--- src/rtl/keypad_code_lock.sv ---
`default_nettype none
// ============================================================================
// Module   : keypad_code_lock
// Purpose  : Turns 4x4 keypad scan results into one-shot key events and runs
//            a PIN-entry state machine that drives the unlock, error and
//            lockout indicators.
// Ports    : clk_i          system clock
//            rst_ni         asynchronous active-low reset
//            col_idx_i      column currently driven by the scanner
//            rows_i         debounced row bits for that column
//            key_valid_o    one-cycle pulse per new key press
//            key_code_o     code of the last detected key (held)
//            digit_count_o  digits currently buffered
//            unlock_o       high while the lock is open
//            error_o        one-cycle pulse on a failed check
//            locked_out_o   high during lockout
//            fail_count_o   consecutive failed checks
// Revision : 1.0 - initial release
// ============================================================================
module keypad_code_lock #(
  parameter int          CODE_LEN       = 4,
  parameter logic [15:0] SECRET         = 16'h1234,
  parameter int          UNLOCK_CYCLES  = 1000000,
  parameter int          LOCKOUT_CYCLES = 4000000,
  parameter int          MAX_FAILS      = 3
) (
  input  logic       clk_i,
  input  logic       rst_ni,
  input  logic [1:0] col_idx_i,
  input  logic [3:0] rows_i,
  output logic       key_valid_o,
  output logic [3:0] key_code_o,
  output logic [2:0] digit_count_o,
  output logic       unlock_o,
  output logic       error_o,
  output logic       locked_out_o,
  output logic [2:0] fail_count_o
);

  localparam int MAX_CYCLES = (UNLOCK_CYCLES > LOCKOUT_CYCLES) ? UNLOCK_CYCLES : LOCKOUT_CYCLES;
  localparam int TW         = $clog2(MAX_CYCLES) + 1;
  localparam logic [TW-1:0] UNLOCK_LOAD = TW'(UNLOCK_CYCLES - 1);
  localparam logic [TW-1:0] LOCK_LOAD   = TW'(LOCKOUT_CYCLES - 1);
  localparam logic [2:0]    CODE_LEN_C  = 3'(CODE_LEN);
  localparam logic [2:0]    FAILS_C     = 3'(MAX_FAILS);
  // Key codes indexed by {column, row}; nibble 0 is column 0 / row 0.
  localparam logic [63:0]   KEYMAP      = 64'hDCBA_F963_0852_E741;

  // --------------------------------------------------------------------------
  // Scan sampling and press detection
  // --------------------------------------------------------------------------
  logic [1:0]  col_q;
  logic [3:0]  row_q;
  logic [15:0] map_q, map_d;
  logic [3:0]  seen_q, seen_d;   // column has a trustworthy map entry
  logic        sampled_q;        // row_q holds a real sample (not reset value)
  logic        key_valid_q;
  logic [3:0]  key_code_q;

  logic        commit;
  logic        single_row;
  logic        press;
  logic [3:0]  old_entry;
  logic [1:0]  row_idx;
  logic [3:0]  code_d;

  assign commit     = (col_idx_i != col_q) && sampled_q;
  assign old_entry  = map_q[{col_q, 2'b00} +: 4];
  assign single_row = (row_q != 4'd0) && ((row_q & (row_q - 4'd1)) == 4'd0);
  // A column seen for the first time after reset only seeds the map, so keys
  // already held when reset is released stay silent until re-pressed.
  assign press      = commit && single_row && (old_entry == 4'd0) && seen_q[col_q];

  always_comb begin
    row_idx = 2'd3;
    case (row_q)
      4'b0001: row_idx = 2'd0;
      4'b0010: row_idx = 2'd1;
      4'b0100: row_idx = 2'd2;
      default: row_idx = 2'd3;
    endcase
  end

  assign code_d = KEYMAP[{col_q, row_idx, 2'b00} +: 4];

  always_comb begin
    map_d  = map_q;
    seen_d = seen_q;
    if (commit) begin
      map_d[{col_q, 2'b00} +: 4] = row_q;
      seen_d[col_q]              = 1'b1;
    end
  end

  always_ff @(posedge clk_i or negedge rst_ni) begin
    if (!rst_ni) begin
      col_q       <= 2'd0;
      row_q       <= 4'd0;
      map_q       <= 16'd0;
      seen_q      <= 4'd0;
      sampled_q   <= 1'b0;
      key_valid_q <= 1'b0;
      key_code_q  <= 4'd0;
    end else begin
      col_q       <= col_idx_i;
      row_q       <= rows_i;
      map_q       <= map_d;
      seen_q      <= seen_d;
      sampled_q   <= 1'b1;
      key_valid_q <= press;
      if (press) begin
        key_code_q <= code_d;
      end
    end
  end

  // --------------------------------------------------------------------------
  // PIN-entry state machine
  // --------------------------------------------------------------------------
  typedef enum logic [2:0] {
    S_ENTRY   = 3'd0,
    S_CHECK   = 3'd1,
    S_OPEN    = 3'd2,
    S_FAIL    = 3'd3,
    S_LOCKOUT = 3'd4
  } state_e;

  state_e         state_q;
  logic [15:0]    buf_q;
  logic [2:0]     digit_q;
  logic [2:0]     fail_q;
  logic [TW-1:0]  timer_q;
  logic           unlock_q;
  logic           error_q;
  logic           locked_q;
  logic           match;

  assign match = (digit_q == CODE_LEN_C) &&
                 (buf_q[4*CODE_LEN-1:0] == SECRET[4*CODE_LEN-1:0]);

  always_ff @(posedge clk_i or negedge rst_ni) begin
    if (!rst_ni) begin
      state_q  <= S_ENTRY;
      buf_q    <= 16'd0;
      digit_q  <= 3'd0;
      fail_q   <= 3'd0;
      timer_q  <= '0;
      unlock_q <= 1'b0;
      error_q  <= 1'b0;
      locked_q <= 1'b0;
    end else begin
      error_q <= 1'b0;
      case (state_q)
        S_ENTRY: begin
          if (key_valid_q) begin
            if (key_code_q <= 4'h9) begin
              // Digits beyond CODE_LEN are dropped rather than shifted in.
              if (digit_q < CODE_LEN_C) begin
                buf_q   <= {buf_q[11:0], key_code_q};
                digit_q <= digit_q + 3'd1;
              end
            end else if (key_code_q == 4'hE) begin
              buf_q   <= 16'd0;
              digit_q <= 3'd0;
            end else if (key_code_q == 4'hF) begin
              state_q <= S_CHECK;
            end
          end
        end
        S_CHECK: begin
          buf_q   <= 16'd0;
          digit_q <= 3'd0;
          if (match) begin
            state_q  <= S_OPEN;
            unlock_q <= 1'b1;
            fail_q   <= 3'd0;
            timer_q  <= UNLOCK_LOAD;
          end else if (fail_q + 3'd1 == FAILS_C) begin
            state_q  <= S_LOCKOUT;
            locked_q <= 1'b1;
            fail_q   <= fail_q + 3'd1;
            timer_q  <= LOCK_LOAD;
          end else begin
            state_q <= S_FAIL;
            error_q <= 1'b1;
            fail_q  <= fail_q + 3'd1;
            timer_q <= '0;
          end
        end
        S_OPEN: begin
          if (timer_q == '0) begin
            state_q  <= S_ENTRY;
            unlock_q <= 1'b0;
          end else begin
            timer_q <= timer_q - TW'(1);
          end
        end
        S_FAIL: begin
          state_q <= S_ENTRY;
        end
        S_LOCKOUT: begin
          if (timer_q == '0) begin
            state_q  <= S_ENTRY;
            locked_q <= 1'b0;
            fail_q   <= 3'd0;
          end else begin
            timer_q <= timer_q - TW'(1);
          end
        end
        default: begin
          state_q <= S_ENTRY;
        end
      endcase
    end
  end

  assign key_valid_o   = key_valid_q;
  assign key_code_o    = key_code_q;
  assign digit_count_o = digit_q;
  assign unlock_o      = unlock_q;
  assign error_o       = error_q;
  assign locked_out_o  = locked_q;
  assign fail_count_o  = fail_q;

endmodule
`default_nettype wire

--- config.mk ---
export PLATFORM = sky130hd
export DESIGN_NAME = keypad_code_lock
export DESIGN_NICKNAME = d
export VERILOG_FILES = /design/src/rtl/keypad_code_lock.sv
export SDC_FILE = /design/constraint.sdc
export NUM_CORES = 1
export LEC_CHECK = 0
export BUFFER_PORTS_ARGS = -buffer_cell sky130_fd_sc_hd__buf_4
export CORE_MARGIN = 5
export CORE_UTILIZATION = 30
export CTS_BUF_LIST = sky130_fd_sc_hd__clkbuf_2
export CTS_CLUSTER_SIZE = 25
export DETAILED_ROUTE_END_ITERATION = 10
export SLEW_MARGIN = 40
export SYNTH_ARGS = -nofsm -noshare
export SYNTH_HDL_FRONTEND = slang
export SYNTH_SLANG_ARGS = --single-unit
--- constraint.sdc ---
create_clock -name clk_i -period 2.7 [get_ports clk_i]
set_input_delay 0.54 -clock clk_i [delete_from_list [all_inputs] [get_ports clk_i]]
set_output_delay 0.54 -clock clk_i [all_outputs]
set_load 0.02 [all_outputs]
## Word level (Yosys, flattened, before mapping)

Index checks and enable logic that the tools add are counted.

| operators by class | value |
|---|---|
| add/subtract/negate cells | 5 |
| $lt $le $gt $ge | 4 |
| equality and inequality tests | 25 |
| shift operators | 4 |
| multiplexer cells | 39 |
| bitwise gates (word level) | 2 |
| reductions and logical operators | 23 |

Operators by type and width:

| kind | number |
|---|---|
| two-way mux 16 bit | 4 |
| indexed part select 64 x 7 -> 4 bit, first input constant | 1 |
| case mux 23 bit (2 select lines) | 1 |
| two-way mux 22 bit | 2 |
| two-way mux 3 bit | 12 |
| case mux 16 bit (2 select lines) | 1 |
| zero test 23 bit | 1 |
| two-way mux 23 bit | 1 |
| subtractor 23 x 1 -> 23 bit, second input constant | 1 |
| != test 2 bit, second input constant | 10 |
| bitwise mux 16 bit | 1 |
| == test 16 x 13 -> 1 bit, second input constant | 1 |
| variable shift 4 x 6 -> 16 bit, first input constant | 1 |
| indexed part select 16 x 5 -> 4 bit | 1 |
| indexed part select 4 x 6 -> 16 bit | 1 |
| case mux 3 bit (2 select lines) | 2 |
| two-way mux 1 bit | 9 |
| case mux 3 bit (3 select lines) | 1 |
| == test 4 bit, second input constant | 2 |
| zero test 4 bit | 2 |
| AND reduction 4 bit | 2 |
| nonzero test 2 bit | 4 |
| logical AND 1 bit | 7 |
| adder 3 x 1 -> 3 bit, second input constant | 2 |
| 27 further kinds | 32 |

| storage, ports and cells | value |
|---|---|
| bits in registers | 83 |
| input port bits | 8 |
| output and inout port bits | 14 |
| word-level logic and storage cells | 117 |

## Logic depth before layout (Yosys ltp)

Gate-level depths: netlist of run 1.

| logic depth | value |
|---|---|
| word-level depth | 7 |
| gate-level depth with buffers | 10 |
| depth with buffers taken out | 8 |

## Least setup slack after synthesis of run 1

OpenSTA, ideal clock, no wires.

| timing | value |
|---|---|
| kind | register to register |
| from | register timer_q[0] |
| to | register timer_q[21] |
| library setup time | 0.126 ns |
| arrival time | 2.397 ns |
| data required time | 2.574 ns |
| path slack | 0.177 ns |
| stages on the path, launching flop included | 10 |
| path buffers | 1 |
| period minus slack after synthesis | 2.523 ns |
| path through | dfrtp_1 -> inv_1 -> ha_1 -> or3b_1 -> or3_4 -> buf_6 -> o31ai_4 -> nor2_2 -> a22o_1 -> a311o_1 |

| on the way | value |
|---|---|
| cells in the longest elaborated chain, start to end | 3 |
| elaborated cells on any way between the ends | 6 |
| classes of those cells | 1 x add/sub; 1 x eq/ne; 2 x mux; 2 x reduce/logical |

RTL lines:

| element | line | RTL |
|---|---|---|
| start: declaration | 132 | `logic [TW-1:0] timer_q;` |
| start signal: assignment | 195 | `timer_q <= timer_q - TW'(1);` |
| start signal: assignment | 207 | `timer_q <= timer_q - TW'(1);` |
| subtractor 23 x 1 -> 23 bit or zero test 23 bit (tied branches) | - |  |
| two-way mux 23 bit or != test 2 bit (tied branches) | - |  |
| case mux 23 bit (2 select lines) or AND reduction 2 bit (tied branches) | - |  |

Parallel ways exist; a longest one is shown, timed or not. The select of a mux whose other input is x is not followed.
A chain may end at the register's enable or synchronous reset.

## Final worst setup path of run 1

| timing | value |
|---|---|
| from | register timer_q[0] |
| to | register timer_q[7] |

Same word-level chain as after synthesis.

==> results of run 1 <==
-- worst max-delay path: stages, from the launching register on --
cell and delay [ns]:
dfrtp_1 0.44, inv_1 0.10, ha_1 0.17, or3b_1 0.37, or3_4 0.43, o31a_1 0.35, nor2_1 0.35, o21ai_0 0.18
o211ai_1 0.13
-- logic make-up (layout without fill, tap and decap cells) --
kind of cell / count (synthesis) / after routing / synth area share
simple gates: 180 / 180 / 0.213
compound gates: 115 / 115 / 0.184
xor+xnor: 8 / 8 / 0.0170
flops: 83 / 83 / 0.503
fa+ha+maj: 13 / 13 / 0.0394
mux: 5 / 5 / 0.0136
buf+inv: 29 / 72 / 0.0294
other cells: 1 / 1 / 0.000908
-- synth_stat cells (7+ instances only) --
library cell	number	share of area
dfrtp_1	83	0.50
nand2_1	58	0.053
nor2_1	38	0.035
o21ai_0	33	0.040
a21oi_1	28	0.034
nor3_1	20	0.024
a22o_1	16	0.034
nand3_1	15	0.018
ha_1	13	0.039
clkbuf_1	12	0.011
inv_1	11	0.010
nor4_1	10	0.015
nand2b_1	7	0.011
-- final cells by class --
| class | count | area, um^2 |
|---|---|---|
| fillers | 1357 | 8590 |
| well taps | 176 | 220 |
| multi-input cells | 322 | 1940 |
| clock inverters | 7 | 75.1 |
| clock buffers | 9 | 45.0 |
| repair buffers | 44 | 358 |
| inverters | 12 | 45.0 |
| flip-flops and latches | 83 | 2080 |
-- power by group --
part | leakage [uW] | switching, uW | total, uW | internal (uW)
Combinational | 0.000889 | 750 | 1350 | 605
Sequential | 0.00107 | 317 | 1850 | 1530
Clock | 0.0000666 | 455 | 673 | 218
-- metrics by stage --
stage	cell area [um^2]	hold slack [ns]	cells	util
2_1_floorplan	4130	0.244	434	-
5_1_grt	4760	0.00453	653	0.356
3_3_place_gp	4550	0.439	628	0.341
6_report	4760	0.0835	653	0.356
4_1_cts	4690	0.00995	646	0.351
3_5_place_dp	4550	0.445	628	0.341
-- per-layer routing --
layer / wire length (um) / share of wire / GRT usage
met1: 4330 / 0.48 / 0.151
met2: 4260 / 0.47 / 0.184
met3: 370 / 0.041 / 0.0359
met4: 92 / 0.010 / 0.0397
met5: 0 / 0 / 0
-- state kept, by name (all words and copies together), names as in the netlist --
| name | count |
|---|---|
| timer_q | 23 |
| buf_q | 16 |
| map_q | 16 |
| key_code_o | 4 |
| row_q | 4 |
| seen_q | 4 |
| digit_count_o | 3 |
| fail_count_o | 3 |
| state_q | 3 |
| col_q | 2 |
| error_o | 1 |
| key_valid_o | 1 |
| locked_out_o | 1 |
| sampled_q | 1 |
| unlock_o | 1 |
-- repair_timing --
action | CTS | global route
setup buffers | 0 | 3
hold endpoints to repair | 39 | 4
endpoints found under the setup margin | 0 | 9
hold buffers | 2 | 4
gates resized for setup | 0 | 1
-- worst max path at each step --
stage                           start                       to  slack (ns)  cells past startpoint
3_3_place_gp   timer_q[0]$_DFFE_PN0P_  timer_q[21]$_DFFE_PN0P_        0.22                      8
4_1_cts        timer_q[0]$_DFFE_PN0P_   timer_q[7]$_DFFE_PN0P_        0.10                      8
5_1_grt        timer_q[0]$_DFFE_PN0P_   timer_q[7]$_DFFE_PN0P_       -0.02                      8
2_1_floorplan  timer_q[0]$_DFFE_PN0P_  timer_q[21]$_DFFE_PN0P_        0.18                      9
6_report       timer_q[0]$_DFFE_PN0P_   timer_q[7]$_DFFE_PN0P_        0.13                      8
3_5_place_dp   timer_q[0]$_DFFE_PN0P_   timer_q[7]$_DFFE_PN0P_        0.14                      8
==> reports/results.ini, run 1 <==
[clock_network]
clockBufferDepth=2
h-tree-depth=3
cts_root_buf=clkbuf_2
cts_tree=yes
insertion_delay_ns=0.59
cts_made_buffers=9
path_clk_slew_ns=0.24
cts.sinks=83

[min_path]
hold_depth=1
whs_endpoint=row_q[2]$_DFF_PN0_
hp-start=rows_i[2]
hp-class=in2reg

[floorplan]
num_rows=42
core_um2=13300
die_width_um=127
die_y_um=127
dieArea_um2=16200
ios=22
initial_core_util=0.309

[global_route]
grt_pass1_wl_mm=15.2
grt_pass1_vias=3168
grt_max_degree=46
overflow=0
grt_use_total=0.116
antenna_found_initial=0

[placed_design]
gp_congestion=0.792
dp_hpwl_mm=6.24
place_ws_ns=0.139
portBuffers=21

[setup_path]
ff2ff_path_depth=8
end_kind=register
reg2reg_slack_ns=0.13
timing.rr.end=timer_q[7]$_DFFE_PN0P_
cp.arrival_ns=3.09
crit-reg2reg-launch=timer_q[0]$_DFFE_PN0P_
worst_ep_required_time_ns=3.22
startpoint_type=register
worst-path-max-fanout=8
critical_path_class=reg2reg

[synth]
synth-async-reset-ratio=1.00
synth_edf_count=0
synth_nets=455
syn-instance-count=434
synth.avg_cell_area_um2=9.51
synth_area_um2=4130
synth_warnings=0
ys_dominant_reg_cell=dfrtp_1
synth_cell_types=55
synth-seq-cells=83
ys_seq_area_frac=0.503

[timing]
period_share=0.953
fmax_ghz=0.389
maxSlewViolCount=0
skew_ns=0.0283
fin_ws_ns=0.127
setup_viol=0
report.final.hold_viol_count=0
period_minus_slack_ns=2.57
worst_slew_pin_slew_ns=0.516
slew_headroom=0.656
tns_ns=0

[layout]
nets=493
final_cell_mix=83 x dfrtp_1, 58 x nand2_1, 38 x nor2_1
antenna-diode-count=0
syn_to_final_growth_pct=15.2
mostFrequentLayoutCell=dfrtp_1
drive_gt1_frac=0.140

[power]
power_density_nw_per_um2=815
p_total_uw=3880
p_leak_uw=0.00202
ir_worst_vdd_mv=0.400

[drt]
vias_per_cell=5.08
first_pass_iters=4
ant_nets=0
routedWlPerCell_um=13.9
drt-initial-drc-count=328
num_vias=3316
wl_mm=9.05
drc=0

[job]
drv_cap=0

[status]
outcome=completed

Note: power is estimated with default switching activity, not from simulation.
==> run 2: changes to the inputs <==
- CELL_PAD_IN_SITES_DETAIL_PLACEMENT: unset -> 0
- CELL_PAD_IN_SITES_GLOBAL_PLACEMENT: unset -> 2
- CORE_MARGIN: 5 -> 2
- PLACE_DENSITY_LB_ADDON: unset -> 0.1
==> run 2 against run 1 <==
Core utilization is 0.11 points lower. Critical path depth is 1 higher. Highest routed layer unchanged. Setup slack better by 0.0018 ns. Wire length is 12% higher. Critical endpoint is now timer_q[21]$_DFFE_PN0P_. Largest cell class unchanged. Critical path type unchanged.
==> reports/results.ini, run 2 (synthesized netlist as in run 1, its figures left out) <==
[layout]
syn_to_final_growth_pct=14.8
top_register=timer_q
nets=489  ; -0.81%
final_cells=649  ; -0.61%
fillers=1404  ; +3.5%
final_cell_mix=83 x dfrtp_1, 58 x nand2_1, 37 x buf_4
drive_gt1_frac=0.148  ; +0.00784
mostFrequentLayoutCell=dfrtp_1
reg.largest.list=timer_q x23, buf_q x16, map_q x16
largest_reg_flops=23  ; unchanged

[drt]
wl_mm=10.2  ; +12%
drt-initial-drc-count=166  ; -49%
vias_per_cell=4.96  ; -2.4%
routedWlPerCell_um=15.6  ; +13%
first_pass_iters=4  ; unchanged
drc=0  ; unchanged
num_vias=3218  ; -3.0%
ant_nets=0  ; unchanged

[setup_path]
worst_ep_required_time_ns=3.20  ; -0.02 ns
end_kind=register
crit_family=simple AND/OR/NAND/NOR gates
startpoint_type=register
crit_chain=inv_1 > ha_1 > or3b_1 > or3_4 > o31ai_4 > buf_4 > nor2_2 > a22o_1 > a311o_1
cp_num_buf_inv=2  ; +1
worst-path-max-fanout=6  ; -2
crit_slowest_cell=dfrtp_1
cp.arrival_ns=3.07  ; -0.02 ns
slowest_delay_ns=0.45  ; about the same
critical_path_class=reg2reg

[global_route]
grt_pass1_vias=3199  ; +0.98%
antenna_found_initial=1  ; +1
overflow=0  ; unchanged
grt_max_degree=44  ; -4.3%
grt_use_total=0.149  ; +0.0333
grt_pass1_wl_mm=17.0  ; +12%

[power]
power_density_nw_per_um2=837  ; +2.7%
p_total_uw=3970  ; +2.4%
ir_worst_vdd_mv=0.198  ; -50%
p_leak_uw=0.00203  ; +0.30%

[placed_design]
portBuffers=21  ; unchanged
placed_cells=631  ; +0.48%
gp_congestion=0.770  ; -2.7%
dp_hpwl_mm=6.89  ; +10%

[clock_network]
clockBufferDepth=2  ; unchanged
cts_root_buf=clkbuf_2
cts_tree=yes
h-tree-depth=3  ; unchanged
cts_setup_buffers=0  ; unchanged
insertion_delay_ns=0.60  ; about the same
cts_made_buffers=9  ; unchanged
cts.sinks=83  ; unchanged
path_clk_slew_ns=0.23  ; about the same

[timing]
tns_ns=0  ; unchanged
worst_slew_pin_slew_ns=0.655  ; +0.139 ns
report.final.hold_viol_count=0  ; unchanged
fmax_ghz=0.389  ; about the same
rsz0062_at_grt=true
period_share=0.952  ; about the same
maxSlewViolCount=0  ; unchanged
setup_viol=0  ; unchanged
period_minus_slack_ns=2.57  ; -0.00184 ns
skew_ns=0.0442  ; +0.0160 ns
slew_headroom=0.563  ; -0.0925

[job]
drv_cap=0  ; unchanged

[floorplan]
ios=22  ; unchanged
num_rows=42  ; unchanged
die_width_um=121  ; -4.7%
initial_core_util=0.309  ; unchanged
core_um2=13300  ; unchanged
dieArea_um2=14700  ; -9.2%
die_y_um=121  ; -4.7%

[min_path]
hp-class=in2reg

[status]
outcome=completed

==> run 2: cell count changes in the layout (fill, tap and decap cells not counted), sizes merged <==
| cell | delta |
|---|---|
| bufinv | +1 |
| clkinv | +1 |
| diode | +1 |
| dlygate4sd3 | -4 |
| clkinvlp | -2 |
| inv | -2 |
| clkbuf | +1 |
==> run 2: layer usage <==
metal  vias up  routed length, um  GRT usage
met3        10                280     0.0357
met5         -                  0          0
met1      1539               5140      0.203
met4         0                189     0.0568
met2        33               4540      0.230
li1       1636                  -          -
==> run 2: what timing repair did <==
| item | CTS | global route |
|---|---|---|
| endpoints found under the setup margin | 0 | 12 |
| hold endpoints to repair | 42 | 1 |
| hold buffers | 1 | 1 |
| gates resized for setup | 0 | 5 |
==> run 2: final timing paths <==
path	end	depth (start not counted)	startpoint	slack [ns]
worst max-delay path	timer_q[21]$_DFFE_PN0P_	9	timer_q[0]$_DFFE_PN0P_	0.13
worst min-delay path	row_q[3]$_DFF_PN0_	1	rows_i[3]	0.06
worst max register to register	timer_q[21]$_DFFE_PN0P_	9	timer_q[0]$_DFFE_PN0P_	0.13
worst min register to register	seen_q[2]$_DFFE_PN0P_	1	seen_q[2]$_DFFE_PN0P_	0.48
max in group asynchronous	map_q[8]$_DFFE_PN0P_	3	rst_ni	1.57
min in group asynchronous	unlock_o$_DFFE_PN0P_	2	rst_ni	0.45
==> run 2: cell type report <==
type,instances,area (um^2),share of cell area
sequential,83,2080,0.438
multi-input combinational,322,1950,0.411
timing repair buffer,40,318,0.0670
tap,176,220,0.0465
clock inverter,5,78.8,0.0166
clock buffer,10,50.0,0.0106
inverter,12,45.0,0.00950
antenna,1,2.50,0.000528
==> run 2: power by group <==
group / total [uW] / switching, uW / internal (uW) / leakage, uW
Clock: 753 / 449 / 304 / 0.0000817
Sequential: 1860 / 329 / 1530 / 0.00107
Combinational: 1350 / 748 / 606 / 0.000880
==> run 2: metrics by stage <==
stage | setup slack (ns) | hold slack, ns | util | area (um^2)
floorplan | 0.177 | 0.244 | - | 4130
global placement | 0.124 | 0.430 | 0.342 | 4570
detailed placement | 0.0822 | 0.439 | 0.342 | 4570
CTS | 0.0138 | 0.00173 | 0.353 | 4710
global route | -0.0150 | 0.00445 | 0.355 | 4740
finish | 0.129 | 0.0611 | 0.355 | 4740
